File: config.mk
export PLATFORM = sky130hd
export DESIGN_NAME = dcache
export DESIGN_NICKNAME = d
export VERILOG_FILES = /design/src/rtl/dcache.sv
export SDC_FILE = /design/constraint.sdc
export NUM_CORES = 1
export LEC_CHECK = 0
export BUFFER_PORTS_ARGS = -buffer_cell sky130_fd_sc_hd__clkbuf_2
export CAP_MARGIN = 20
export CORE_MARGIN = 2
export CORE_UTILIZATION = 50
export CTS_BUF_LIST = sky130_fd_sc_hd__clkbuf_16
export CTS_CLUSTER_DIAMETER = 60
export CTS_CLUSTER_SIZE = 16
export DETAILED_ROUTE_END_ITERATION = 16
export PLACE_DENSITY = 0.67
export SLEW_MARGIN = 20
export SYNTH_ARGS = -nofsm -noshare
export SYNTH_HDL_FRONTEND = slang
export SYNTH_SLANG_ARGS = --single-unit
File: constraint.sdc
create_clock -name clk_i -period 7.4 [get_ports clk_i]
set_input_delay 1.48 -clock clk_i [delete_from_list [all_inputs] [get_ports clk_i]]
set_output_delay 1.48 -clock clk_i [all_outputs]
set_load 0.03 [all_outputs]
File: src/rtl/dcache.sv
// Direct-mapped, write-through, no-write-allocate data cache with one-word lines.
// Loads hit in the same cycle; misses and all stores stall until main memory completes.
module dcache #(
    parameter int unsigned SETS = 16,
    parameter int unsigned IDXW = $clog2(SETS)
) (
    input  logic        clk_i,
    input  logic        rst_i,
    input  logic        req_i,
    input  logic        we_i,
    input  logic [31:0] addr_i,
    input  logic [31:0] wdata_i,
    output logic [31:0] rdata_o,
    output logic        stall_o,
    output logic        mem_req_o,
    output logic        mem_we_o,
    output logic [31:0] mem_addr_o,
    output logic [31:0] mem_wdata_o,
    input  logic [31:0] mem_rdata_i,
    input  logic        mem_ready_i,
    output logic [31:0] hit_cnt_o,
    output logic [31:0] miss_cnt_o
);
    localparam int unsigned TAGW = 30 - IDXW;

    typedef enum logic [1:0] {S_IDLE, S_RDMISS, S_WRITE} state_t;

    state_t            r_state;
    logic [SETS-1:0]   r_valid;
    logic [TAGW-1:0]   r_tag  [SETS];
    logic [31:0]       r_data [SETS];
    logic              r_mem_req;
    logic              r_mem_we;
    logic [29:0]       r_mem_waddr;
    logic [31:0]       r_mem_wdata;
    logic [31:0]       r_hit_cnt;
    logic [31:0]       r_miss_cnt;

    logic [IDXW-1:0]   w_idx;
    logic [TAGW-1:0]   w_tag;
    logic              w_hit;
    logic [IDXW-1:0]   w_lidx;
    logic [TAGW-1:0]   w_ltag;
    logic              w_lhit;
    logic              w_unused;

    assign w_idx    = addr_i[IDXW+1:2];
    assign w_tag    = addr_i[31:IDXW+2];
    assign w_hit    = r_valid[w_idx] && (r_tag[w_idx] == w_tag);
    // The latched memory address doubles as the pending-access address.
    assign w_lidx   = r_mem_waddr[IDXW-1:0];
    assign w_ltag   = r_mem_waddr[29:IDXW];
    assign w_lhit   = r_valid[w_lidx] && (r_tag[w_lidx] == w_ltag);
    assign w_unused = ^addr_i[1:0];

    assign mem_req_o   = r_mem_req;
    assign mem_we_o    = r_mem_we;
    assign mem_addr_o  = {r_mem_waddr, 2'b00};
    assign mem_wdata_o = r_mem_wdata;
    assign hit_cnt_o   = r_hit_cnt;
    assign miss_cnt_o  = r_miss_cnt;

    // Same-cycle stall and load data; forced quiet while reset is asserted.
    always_comb begin
        stall_o = 1'b0;
        rdata_o = 32'd0;
        if (rst_i) begin
            case (r_state)
                S_IDLE: begin
                    if (req_i) begin
                        if (we_i || !w_hit) stall_o = 1'b1;
                        else                rdata_o = r_data[w_idx];
                    end
                end
                S_RDMISS: begin
                    if (mem_ready_i) rdata_o = mem_rdata_i;
                    else             stall_o = 1'b1;
                end
                S_WRITE: stall_o = !mem_ready_i;
                default: stall_o = 1'b0;
            endcase
        end
    end

    // Control FSM, memory port registers, valid bits and counters.
    always_ff @(posedge clk_i or negedge rst_i) begin
        if (!rst_i) begin
            r_state     <= S_IDLE;
            r_valid     <= '0;
            r_mem_req   <= 1'b0;
            r_mem_we    <= 1'b0;
            r_mem_waddr <= 30'd0;
            r_mem_wdata <= 32'd0;
            r_hit_cnt   <= 32'd0;
            r_miss_cnt  <= 32'd0;
        end else begin
            case (r_state)
                S_IDLE: begin
                    if (req_i) begin
                        if (we_i) begin
                            r_state     <= S_WRITE;
                            r_mem_req   <= 1'b1;
                            r_mem_we    <= 1'b1;
                            r_mem_waddr <= addr_i[31:2];
                            r_mem_wdata <= wdata_i;
                        end else if (w_hit) begin
                            r_hit_cnt   <= r_hit_cnt + 32'd1;
                        end else begin
                            r_state     <= S_RDMISS;
                            r_mem_req   <= 1'b1;
                            r_mem_we    <= 1'b0;
                            r_mem_waddr <= addr_i[31:2];
                            r_miss_cnt  <= r_miss_cnt + 32'd1;
                        end
                    end
                end
                S_RDMISS: begin
                    if (mem_ready_i) begin
                        r_valid[w_lidx] <= 1'b1;
                        r_mem_req       <= 1'b0;
                        r_state         <= S_IDLE;
                    end
                end
                S_WRITE: begin
                    if (mem_ready_i) begin
                        r_mem_req <= 1'b0;
                        r_mem_we  <= 1'b0;
                        r_state   <= S_IDLE;
                    end
                end
                default: r_state <= S_IDLE;
            endcase
        end
    end

    // Tag/data arrays; write hits update data only, write misses do not allocate.
    always_ff @(posedge clk_i) begin
        if (r_state == S_RDMISS && mem_ready_i) begin
            r_tag[w_lidx]  <= w_ltag;
            r_data[w_lidx] <= mem_rdata_i;
        end else if (r_state == S_WRITE && mem_ready_i && w_lhit) begin
            r_data[w_lidx] <= r_mem_wdata;
        end
    end
endmodule

==> impl_metrics.ini <==
[yosys]
yosysTopAreaCell = edfxtp_1
synthTopCellsByArea = edfxtp_1 60%, mux4_2 19%, dfrtp_1 7.9%
yosysSeqAreaShare_pct = 68.1
synth_register_bits = 1074
postSynthCellCount = 2331
top_area_cell_type_share_of_the_netlist_area_pct = 60.2
synth-edff-count = 928
synth_top_flop_cell = edfxtp_1
async_flop_share_pct = 13.6
syn_area_um2 = 46300
avgSynthCellArea_um2 = 19.9
yosys_warnings = 0
number_of_distinct_library_cells_after_synthesis = 65

[flow_run]
cap_viol_max_count = 0

[sta]
setup_total_neg_slack_ps = 0
min_period_over_period_pct = 92.2
min_period_ps = 6820
maxClockFrequency_mhz = 147
transition_time_at_the_pin_with_the_least_slew_margin_ps = 1080
grt_setup_unrepaired = no
skew_ps = 22.5
report.final.hold_viol_count = 0
timing.max_slew.rel_slack_pct = 28.2
finalSetupViolCount = 0
finalMaxSlewViolations = 0

[hold_path]
worst_hold_launch = hit_cnt_o[31]$_DFFE_PN0P_
whs_path_depth = 1
timing.hold.worst_endpoint = hit_cnt_o[31]$_DFFE_PN0P_
hp-class = flop to flop

[setup_path]
r2r_slack_ps = 1620
timing.critical_path.to_type = output pin
delay_of_the_slowest_cell_on_the_worst_path_ps = 530
worst-endpoint-arrival_ps = 5340
reg2reg_from = r_mem_waddr[0]$_DFFE_PN0P_
r2r_cells = 11
worst_path_most_repeated_cell = buf_4
worst-path-max-fanout = 33
crit_required_ps = 5920
critPathKind = input pin to output pin
worstReg2RegEnd = r_data[11][10]$_DFFE_PP_
path_cells = buf_4 -> buf_4 -> buf_4 -> mux4_2 -> a221oi_2 -> xnor2_1 -> a211oi_1 -> nand4_1 -> buf_4 -> nor4_4 -> buf_12 -> a22oi_1 -> nor2_1 -> clkbuf_2
cp_slowest_cell = buf_4
crit_path_start_kind = input pin

[clocking]
tritoncts = done
clock_latency_ps = 670
cts-root-to-sink-buffers = 3
cts_max_level = 3
cts.sinks = 1074
cts_buffers = 91
clkSlewWorstSetupHoldPaths_ps = 70
cts-resized-gates = 0
cts_setup_buffers = 0
cts_hold_bufs = 0
cts_root_buffer = clkbuf_16

[die]
num_rows = 111
die-area_um2 = 95100
dieWidth_um = 308
core_area_um2 = 91700
io-pin-count = 264
initial_core_util_pct = 50.5
die-height_um = 308

[pwr]
power_density_nw_per_um2 = 310
power.leakage_uw = 0.0179
finalPower_uw = 16200
ir_drop_uv = 240

[layout]
fin_cells = 3880
layout.cells.most_common = edfxtp_1
mostFrequentLayoutCells = 928 x edfxtp_1, 384 x mux4_2, 254 x clkbuf_2, 142 x dfrtp_1, 93 x clkbuf_16
fin_nets = 2730
area_delta_synth_final_pct = 12.9
finish.instance_area_um2 = 52300
layout_cells_sized_above_1_pct = 37.5

[route]
vias = 24600
postRouteAntennaNets = 0
drt-pass1-iter-count = 7
initialDrtViolationCount = 2937
drt-total-wl_um = 116000
drc_markers = 0
route.detailed.wl_per_inst_um = 30.0
detail_route.vias_per_cell = 6.34

[global_route]
grt_overflow_total = 0
grt_antenna_before_repair = 2
grt_use_total_pct = 24.8
first_global_vias = 25264
maximum_number_of_pins_on_one_net_before_global_route_repair = 98
wire_length_of_the_first_global_routing_pass_um = 170000

[placed_design]
gpl.final_weighted_congestion = 0.841
place_hpwl_um = 67100
buffer_ports.inserted = 259
placed_cells_incl_taps = 3716
place_area_um2 = 49300

[outcome]
run_status = completed
## Yosys cell counts (2+ instances only)
cell         n
nand4_1     23
o22ai_1      8
o21ai_1      4
mux4_2     384
nor2_1      86
nor3b_1      5
a2111oi_0    2
or2_2       19
buf_4       16
and4_1       9
o31ai_1      2
nand3b_1     2
mux2_1      10
nor4_1      12
o21ai_0     10
nand2_1     54
nand2b_1    14
clkinv_1     3
nor4b_1      3
nor3_1      19
xnor2_1     75
a221oi_1     9
buf_2       31
mux2i_1     64
o211a_1      2
a31oi_1      4
edfxtp_1   928
a21o_1       3
clkbuf_1    58
and2_1       7
dfrtp_1    146
mux2_2      68
nor2b_1      9
nand3_1     42
buf_1       25
o22a_1       2
a211oi_1     2
a21oi_1      8
and3_1      13
inv_1       12
xor2_1      36
buf_6        9
a22oi_1     47
ha_1         6
mux2_4      20
## worst max-delay path by stage
stage / start / endpoint / cells past startpoint
4_1_cts: addr_i[3] / rdata_o[1] / 14
3_3_place_gp: addr_i[2] / rdata_o[5] / 13
2_1_floorplan: addr_i[2] / rdata_o[21] / 12
5_1_grt: addr_i[3] / rdata_o[4] / 14
6_report: addr_i[3] / rdata_o[4] / 14
3_5_place_dp: addr_i[3] / rdata_o[4] / 14
## where the power goes
group	total (µW)	switching, µW	leakage [µW]	internal, µW
Combinational	3410	1870	0.00618	1540
Sequential	8040	723	0.0102	7320
Clock	4770	2260	0.00152	2510
Total	16200	4860	0.0179	11400
## kinds of logic after synthesis
| group | Yosys count | share of synthesized area (%) |
|---|---|---|
| compound gates | 115 | 1.84 |
| buf+inv | 154 | 1.61 |
| mux | 546 | 22.6 |
| simple gates | 324 | 3.62 |
| xor+xnor | 111 | 2.10 |
| fa+ha+maj | 6 | 0.162 |
| flops | 1074 | 68.1 |
| other cells | 1 | 0.00810 |
## per-layer routing
layer	GRT usage, %	share of wire [%]
met5	0	0
met4	7.27	2.9
met3	4.38	7.5
met2	41.1	50
met1	33.8	39
## cell type report
| cell class | count | area, µm² |
|---|---|---|
| tap | 1186 | 1480 |
| clock inverter | 70 | 587 |
| multi-input combinational | 1104 | 14300 |
| sequential | 1074 | 31500 |
| fill | 6832 | 39400 |
| antenna | 1 | 2.50 |
| clock buffer | 93 | 2330 |
| timing repair buffer | 337 | 1970 |
| inverter | 15 | 57.6 |
## state kept, by name (all words and copies together), names as in the netlist
| register | flops |
|---|---|
| mem_we_o | 1 |
| r_state | 2 |
| hit_cnt_o | 32 |
| miss_cnt_o | 32 |
| r_valid | 16 |
| r_mem_waddr | 30 |
| r_tag | 416 |
| mem_req_o | 1 |
| r_data | 512 |
| mem_wdata_o | 32 |
## critical path, delay by kind of cell
kind | cells | cell delay (ps)
AO/OA/AOI/OAI | 3 | 810
AND/OR/NAND/NOR | 3 | 480
buffers and inverters | 6 | 1780
XOR/XNOR | 1 | 140
multiplexers | 1 | 520
## per-stage QoR
step	hold WS, ps	setup WS [ps]	util, %
floorplan	452	1310	-
global placement	456	692	53.8
detailed placement	472	688	53.8
CTS	485	678	57.0
global route	510	287	57.0
finish	478	575	57.0
No activity file was read; power rests on OpenSTA's default activity.
